### src/rtl/sr_write_arbiter_pkg.sv
// Shared definitions for the SR-bank write-port arbiter: FSM encoding,
// requester indices and default sizes.
package sr_write_arbiter_pkg;

   localparam int NUM_REQ_DEF      = 3;
   localparam int SEL_W_DEF        = 4;
   localparam int DATA_W_DEF       = 48;
   localparam int LOCK_TIMEOUT_DEF = 16;

   localparam int REQ_WB   = 0;
   localparam int REQ_TRAP = 1;
   localparam int REQ_DBG  = 2;

   typedef enum logic {
      ST_IDLE   = 1'b0,
      ST_LOCKED = 1'b1
   } arb_state_e;

   // Round-robin successor of a requester index.
   function automatic int rr_next(input int idx, input int n);
      return (idx + 1 >= n) ? 0 : idx + 1;
   endfunction

endpackage

### src/rtl/sr_write_arbiter_if.sv
// Requester-side and SR-bank-side signals of the write arbiter, bundled with
// a slave modport for the arbiter and a master modport for the requesters.
interface sr_write_arbiter_if
   import sr_write_arbiter_pkg::*;
#(
   parameter int NUM_REQ = NUM_REQ_DEF,
   parameter int SEL_W   = SEL_W_DEF,
   parameter int DATA_W  = DATA_W_DEF,
   parameter int OWNER_W = $clog2(NUM_REQ)
);

   logic [NUM_REQ-1:0]        iw_req_valid;
   logic [NUM_REQ-1:0]        iw_req_lock;
   logic [NUM_REQ*SEL_W-1:0]  iw_req_addr;
   logic [NUM_REQ*DATA_W-1:0] iw_req_data;
   logic [NUM_REQ-1:0]        ow_req_ready;
   logic [SEL_W-1:0]          ow_write_addr;
   logic [DATA_W-1:0]         ow_write_data;
   logic                      ow_write_enable;
   logic [OWNER_W-1:0]        ow_lock_owner;
   logic                      ow_locked;
   logic                      ow_lock_abort;

   modport slave (
      input  iw_req_valid, iw_req_lock, iw_req_addr, iw_req_data,
      output ow_req_ready, ow_write_addr, ow_write_data, ow_write_enable,
      output ow_lock_owner, ow_locked, ow_lock_abort
   );

   modport master (
      output iw_req_valid, iw_req_lock, iw_req_addr, iw_req_data,
      input  ow_req_ready, ow_write_addr, ow_write_data, ow_write_enable,
      input  ow_lock_owner, ow_locked, ow_lock_abort
   );

endinterface

### src/rtl/sr_write_arbiter_rr_pick.sv
// Combinational round-robin picker: first set request scanning cyclically
// from ptr, returned as a one-hot grant and a binary index.
module rr_pick #(
   parameter int N     = 3,
   parameter int IDX_W = $clog2(N)
) (
   input  logic [N-1:0]     req,
   input  logic [IDX_W-1:0] ptr,
   output logic [N-1:0]     grant,
   output logic [IDX_W-1:0] idx,
   output logic             found
);

   function automatic int wrap_add(input int a, input int b);
      return (a + b >= N) ? a + b - N : a + b;
   endfunction

   always_comb begin
      grant = '0;
      idx   = '0;
      found = 1'b0;
      for (int off = 0; off < N; off++) begin
         if (!found && req[wrap_add(int'(ptr), off)]) begin
            grant[wrap_add(int'(ptr), off)] = 1'b1;
            idx   = IDX_W'(wrap_add(int'(ptr), off));
            found = 1'b1;
         end
      end
   end

endmodule

### src/rtl/sr_write_arbiter.sv
// Round-robin arbiter for the single SR-bank write port with locked
// multi-beat sequences, lock timeout and a registered write port.
module sr_write_arbiter
   import sr_write_arbiter_pkg::*;
#(
   parameter int NUM_REQ      = NUM_REQ_DEF,
   parameter int SEL_W        = SEL_W_DEF,
   parameter int DATA_W       = DATA_W_DEF,
   parameter int LOCK_TIMEOUT = LOCK_TIMEOUT_DEF
) (
   input logic               iw_clk,
   input logic               iw_rst,
   sr_write_arbiter_if.slave bus
);

   localparam int OWNER_W = $clog2(NUM_REQ);
   localparam int CNT_W   = $clog2(LOCK_TIMEOUT);

   arb_state_e          state_reg;
   logic [OWNER_W-1:0]  r_ptr_reg;
   logic [OWNER_W-1:0]  owner_reg;
   logic [CNT_W-1:0]    cnt_reg;
   logic                write_enable_reg;
   logic [SEL_W-1:0]    write_addr_reg;
   logic [DATA_W-1:0]   write_data_reg;

   logic [NUM_REQ-1:0]  pick_grant;
   logic [OWNER_W-1:0]  pick_idx;
   logic                pick_found;
   logic [NUM_REQ-1:0]  grant_vec;
   logic [OWNER_W-1:0]  gnt_idx;
   logic                owner_valid;
   logic                xfer;
   logic                timeout_hit;

   rr_pick #(
      .N     (NUM_REQ),
      .IDX_W (OWNER_W)
   ) u_pick (
      .req   (bus.iw_req_valid),
      .ptr   (r_ptr_reg),
      .grant (pick_grant),
      .idx   (pick_idx),
      .found (pick_found)
   );

   assign owner_valid = bus.iw_req_valid[owner_reg];

   // Readies are gated by reset directly so they drop the moment reset rises.
   always_comb begin
      grant_vec = '0;
      if (!iw_rst) begin
         if (state_reg == ST_IDLE) begin
            grant_vec = pick_grant;
         end else begin
            grant_vec[owner_reg] = owner_valid;
         end
      end
   end

   assign gnt_idx     = (state_reg == ST_LOCKED) ? owner_reg : pick_idx;
   assign xfer        = (state_reg == ST_LOCKED) ? (owner_valid && !iw_rst)
                                                 : (pick_found && !iw_rst);
   assign timeout_hit = (state_reg == ST_LOCKED) && !owner_valid &&
                        (cnt_reg == CNT_W'(LOCK_TIMEOUT - 1));

   always_ff @(posedge iw_clk or posedge iw_rst) begin
      if (iw_rst) begin
         state_reg        <= ST_IDLE;
         r_ptr_reg        <= '0;
         owner_reg        <= '0;
         cnt_reg          <= '0;
         write_enable_reg <= 1'b0;
         write_addr_reg   <= '0;
         write_data_reg   <= '0;
      end else begin
         write_enable_reg <= xfer;
         if (xfer) begin
            write_addr_reg <= bus.iw_req_addr[int'(gnt_idx)*SEL_W +: SEL_W];
            write_data_reg <= bus.iw_req_data[int'(gnt_idx)*DATA_W +: DATA_W];
         end
         case (state_reg)
            ST_IDLE: begin
               if (xfer) begin
                  r_ptr_reg <= OWNER_W'(rr_next(int'(gnt_idx), NUM_REQ));
                  if (bus.iw_req_lock[gnt_idx]) begin
                     state_reg <= ST_LOCKED;
                     owner_reg <= gnt_idx;
                     cnt_reg   <= '0;
                  end
               end
            end
            ST_LOCKED: begin
               // r_ptr already points past the owner, so release is fair.
               if (xfer) begin
                  if (bus.iw_req_lock[owner_reg]) begin
                     cnt_reg <= '0;
                  end else begin
                     state_reg <= ST_IDLE;
                  end
               end else if (timeout_hit) begin
                  state_reg <= ST_IDLE;
               end else begin
                  cnt_reg <= cnt_reg + 1'b1;
               end
            end
            default: state_reg <= ST_IDLE;
         endcase
      end
   end

   assign bus.ow_req_ready    = grant_vec;
   assign bus.ow_write_enable = write_enable_reg;
   assign bus.ow_write_addr   = write_addr_reg;
   assign bus.ow_write_data   = write_data_reg;
   assign bus.ow_locked       = (state_reg == ST_LOCKED);
   assign bus.ow_lock_owner   = owner_reg;
   // Abort is asserted during the final idle cycle of the owner, the same
   // cycle in which the release decision is taken.
   assign bus.ow_lock_abort   = timeout_hit;

endmodule

### src/flat_wrapper.sv
// flat-port wrapper written by rule: the top's interface ports become plain ports
module sr_write_arbiter_flat import sr_write_arbiter_pkg::*;
#(
   parameter int NUM_REQ      = NUM_REQ_DEF,
   parameter int SEL_W        = SEL_W_DEF,
   parameter int DATA_W       = DATA_W_DEF,
   parameter int LOCK_TIMEOUT = LOCK_TIMEOUT_DEF
)
  (iw_clk, iw_rst, bus_iw_req_valid, bus_iw_req_lock, bus_iw_req_addr, bus_iw_req_data, bus_ow_req_ready, bus_ow_write_addr, bus_ow_write_data, bus_ow_write_enable, bus_ow_lock_owner, bus_ow_locked, bus_ow_lock_abort);
  sr_write_arbiter_if #(.NUM_REQ(NUM_REQ), .SEL_W(SEL_W), .DATA_W(DATA_W)) bus_i ();
  input logic iw_clk;
  input logic iw_rst;
  input wire logic [$bits(bus_i.iw_req_valid)-1:0] bus_iw_req_valid;
  input wire logic [$bits(bus_i.iw_req_lock)-1:0] bus_iw_req_lock;
  input wire logic [$bits(bus_i.iw_req_addr)-1:0] bus_iw_req_addr;
  input wire logic [$bits(bus_i.iw_req_data)-1:0] bus_iw_req_data;
  output wire logic [$bits(bus_i.ow_req_ready)-1:0] bus_ow_req_ready;
  output wire logic [$bits(bus_i.ow_write_addr)-1:0] bus_ow_write_addr;
  output wire logic [$bits(bus_i.ow_write_data)-1:0] bus_ow_write_data;
  output wire logic [$bits(bus_i.ow_write_enable)-1:0] bus_ow_write_enable;
  output wire logic [$bits(bus_i.ow_lock_owner)-1:0] bus_ow_lock_owner;
  output wire logic [$bits(bus_i.ow_locked)-1:0] bus_ow_locked;
  output wire logic [$bits(bus_i.ow_lock_abort)-1:0] bus_ow_lock_abort;
  assign bus_i.iw_req_valid = bus_iw_req_valid;
  assign bus_i.iw_req_lock = bus_iw_req_lock;
  assign bus_i.iw_req_addr = bus_iw_req_addr;
  assign bus_i.iw_req_data = bus_iw_req_data;
  assign bus_ow_req_ready = bus_i.ow_req_ready;
  assign bus_ow_write_addr = bus_i.ow_write_addr;
  assign bus_ow_write_data = bus_i.ow_write_data;
  assign bus_ow_write_enable = bus_i.ow_write_enable;
  assign bus_ow_lock_owner = bus_i.ow_lock_owner;
  assign bus_ow_locked = bus_i.ow_locked;
  assign bus_ow_lock_abort = bus_i.ow_lock_abort;
  sr_write_arbiter #(.NUM_REQ(NUM_REQ), .SEL_W(SEL_W), .DATA_W(DATA_W), .LOCK_TIMEOUT(LOCK_TIMEOUT)) u_core (.iw_clk(iw_clk), .iw_rst(iw_rst), .bus(bus_i));
endmodule
### config.mk
export PLATFORM = sky130hd
export DESIGN_NAME = sr_write_arbiter_flat
export DESIGN_NICKNAME = d
export VERILOG_FILES = /design/src/rtl/sr_write_arbiter_pkg.sv /design/src/rtl/sr_write_arbiter_if.sv /design/src/rtl/sr_write_arbiter_rr_pick.sv /design/src/rtl/sr_write_arbiter.sv /design/src/flat_wrapper.sv
export SDC_FILE = /design/constraint.sdc
export NUM_CORES = 1
export LEC_CHECK = 0
export CAP_MARGIN = 20
export CORE_MARGIN = 4
export CORE_UTILIZATION = 40
export DETAILED_ROUTE_END_ITERATION = 16
export DONT_BUFFER_PORTS = 1
export HOLD_SLACK_MARGIN = 0.06
export SLEW_MARGIN = 15
export SYNTH_ARGS = -nofsm -noshare
export SYNTH_HDL_FRONTEND = slang
export SYNTH_HIERARCHICAL = 1
export SYNTH_SLANG_ARGS = --single-unit
### constraint.sdc
create_clock -name iw_clk -period 6.6 [get_ports iw_clk]
set_clock_uncertainty 0.2 [all_clocks]
set_input_delay 1.32 -clock iw_clk [delete_from_list [all_inputs] [get_ports iw_clk]]
set_output_delay 1.32 -clock iw_clk [all_outputs]
set_load 0.1 [all_outputs]
==> reports/metrics.csv <==
stage;metric;value;unit
drt;WL per Instance;17.79;um
placement;DP Wirelength;7.832;mm
clocking;cts hold-fix bufs;0;
final_layout;number of diodes;0;
clocking;Post-CTS Resized;0;
global_route;first-pass GRT wire length;16.06;mm
critical_path;Buf+Inv Stages, Crit Path;0;
sta;fin crit period;4.441;ns
clocking;clock latency on the worst-skew pair;0.34;ns
worst_hold_path;hold path cells;1;
floorplanning;I/O pins;224;
critical_path;Reg2Reg Depth;10;
clocking;TritonCTS sink count;62;
clocking;Reg clk slew, reported paths;0.07;ns
logic_synthesis;Synth top area share;39.04;%
final_layout;layout cell share with drive strength beyond 1;10.48;%
logic_synthesis;post-synthesis simple-gate area fraction;14.92;%
global_route;pin count of the biggest net entering global routing;59;
floorplanning;site row count;36;
sta;unrepaired setup endpoints after global routing;no;
critical_path;Slowest-stage cell, CP;nor2_2;
logic_synthesis;largest family of logic cells by synthesized area;compound AO/OA/AOI/OAI gates;
sta;Final Hold Vio Count;0;
logic_synthesis;Seq cells post-synth;62;
logic_synthesis;synth top area cells;dfrtp_1, a21oi_1, mux2i_1;
clocking;Max clock buf depth;2;
drt;antenna-violating nets left;0;
drt;via count;3240;
sta;share of the clock period used by the worst path;67.29;%
global_route;Total Routing Usage GR;17.51;%
drt;drt drc;0;
clocking;setup bufs post-CTS;0;
final_layout;area added between synthesis and finish;8.092;%
placement;PortBufs;0;
logic_synthesis;syn_area_per_cell;8.509;um^2
drt;DRT iter0 DRCs;192;
critical_path;Crit. End Element;output port;
final_layout;storage element area;1551;um^2
floorplanning;Die ar.;11590;um^2
worst_hold_path;Worst Hold Class;flip-flop to flip-flop;
drt;Via density;5.482;
critical_path;crit start category;input pin;
critical_path;Crit Path Category;input pin to output port;
logic_synthesis;post-synthesis sequential area ratio;39.04;%
floorplanning;CORE AREA;9729;um^2
drt;Routed WL;10.51;mm
final_layout;Nets;622;
logic_synthesis;area leader, netlist;dfrtp_1;
final_layout;max reg flops;48;
sta;setup tns final;0;ns
global_route;initial antenna violation count;0;
critical_path;worst stage delay on the critical path;0.83;ns
sta;Worst slew margin;20.15;%
floorplanning;die height;107.7;um
logic_synthesis;Syn Nets;636;
clocking;CTS H-tree depth;3;
critical_path;Critical Path Fanout Max;9;
run_status;status;finished, final reports clean;
critical_path;Critical Path RT;5.08;ns
logic_synthesis;synthesized area;3974;um^2
sta;fmax;225.2;MHz
logic_synthesis;area share of fa/ha/maj cells after synthesis;1.574;%
floorplanning;initial core utilization;40.84;%
critical_path;Worst path depth;6;
logic_synthesis;Synth Area in XOR/XNOR;0;%
drt;Detailed Routing Iterations Pass 1;4;
logic_synthesis;Cells after Synth;467;
global_route;vias in the first global route;3182;
logic_synthesis;mux cell area share after synthesis;17.32;%
placement;Final Wtd Congestion;0.8282;
final_layout;most common cell after layout, fill and taps aside;nor2_1;
final_layout;area of the multi-input gates;2186;um^2
critical_path;critical path cell sequence;nor4bb_1, a21oi_1, o22ai_1, o2bb2ai_1, a32oi_1, nor2_2;
clocking;CTS tree;done;
critical_path;crit path DAT;2.92;ns
logic_synthesis;compound-cell area share of the yosys netlist;20.56;%
critical_path;CP top delay family;simple AND/OR/NAND/NOR gates;
sta;Least-Margin Pin Slew;1.199;ns
sta;fin. max-slew vios;0;
global_route;total congestion overflow;0;
logic_synthesis;library cells used by synthesis;48;
sta;Setup violations, final;0;
final_layout;Fillers;973;
floorplanning;Die X;107.7;um
clocking;CTS Root Cell;clkbuf_8;
logic_synthesis;Ys Warns;6;
clocking;CTS buffer count;9;
final_layout;most frequent cells in the layout;nor2_1, a21oi_1, dfrtp_1;
job;maxcap violations;0;
[cell families after synthesis]
| logic type | after synthesis |
|---|---|
| compound gates | 143 |
| fa+ha+maj | 5 |
| simple gates | 144 |
| flops | 62 |
| buf+inv | 48 |
| mux | 65 |
[final timing paths]
| path | slack (ns) | from | end |
|---|---|---|---|
| min in group asynchronous | 0.69 | iw_rst | u_core/bus.ow_write_data[15] |
| worst min register to register | 0.28 | u_core/cnt_reg[3] | u_core/cnt_reg[3] |
| worst max-delay path | 2.16 | bus_iw_req_valid[2] | bus_ow_req_ready[0] |
| max in group asynchronous | 4.58 | iw_rst | u_core/bus.ow_write_data[30] |
| worst min-delay path | 0.28 | u_core/cnt_reg[3] | u_core/cnt_reg[3] |
| worst max register to register | 2.79 | u_core/r_ptr_reg[1] | u_core/bus.ow_write_data[10] |
[per-layer routing]
layer,global-route usage [%],wire length (um),part of all wire (%),up-vias
li1,-,-,-,1590
met1,21.18,4188,40,1505
met2,29.62,5315,51,138
met3,6.059,924,8.8,7
met4,4.689,84,0.80,0
met5,0,0,0,-
[stage by stage]
| stage | cell area, um^2 | setup slack [ns] | util [%] | std cells | hold slack, ns |
|---|---|---|---|---|---|
| floorplan | 3974 | 1.729 | - | 467 | 0.2369 |
| global placement | 3998 | 1.985 | 41.09 | 571 | 0.2560 |
| detailed placement | 4025 | 1.885 | 41.37 | 572 | 0.2755 |
| CTS | 4244 | 2.167 | 43.62 | 588 | 0.2846 |
| global route | 4295 | 2.050 | 44.15 | 591 | 0.3072 |
| finish | 4295 | 2.159 | 44.15 | 591 | 0.2786 |
[cells in the mapped netlist (all sizes together)]
cell type and n:
nand3 6, a31o 1, nand2b 5, buf 29, a21boi 1, a22o 1
o211ai 1, o22ai 4, a211o 1, and3 2, inv 13, a311oi 1
nor4bb 1, o31ai 1, o21ai 5, o32a 1, nor3 1, a32oi 3
mux2i 58, dfrtp 62, ha 5, nand3b 1, a21o 2, and2b 1
nor2 116, and2 1, nand2 7, a21oi 112, o311ai 2, clkbuf 6
o21bai 1, a211oi 2, a31oi 2, nor2b 3, o21ba 1, mux2 7
o2bb2ai 1
[cell type report]
type                    instances  area share [%]
inverters                      13           1.136
clock inverters                 4           1.253
repair buffers                 10           2.884
multi-input cells             357           50.89
flip-flops and latches         62           36.12
well taps                     133           3.874
clock buffers                  12           3.845
Power is not shown: default switching activity piles up to over one toggle a cycle in this logic, so the estimate is an artifact.
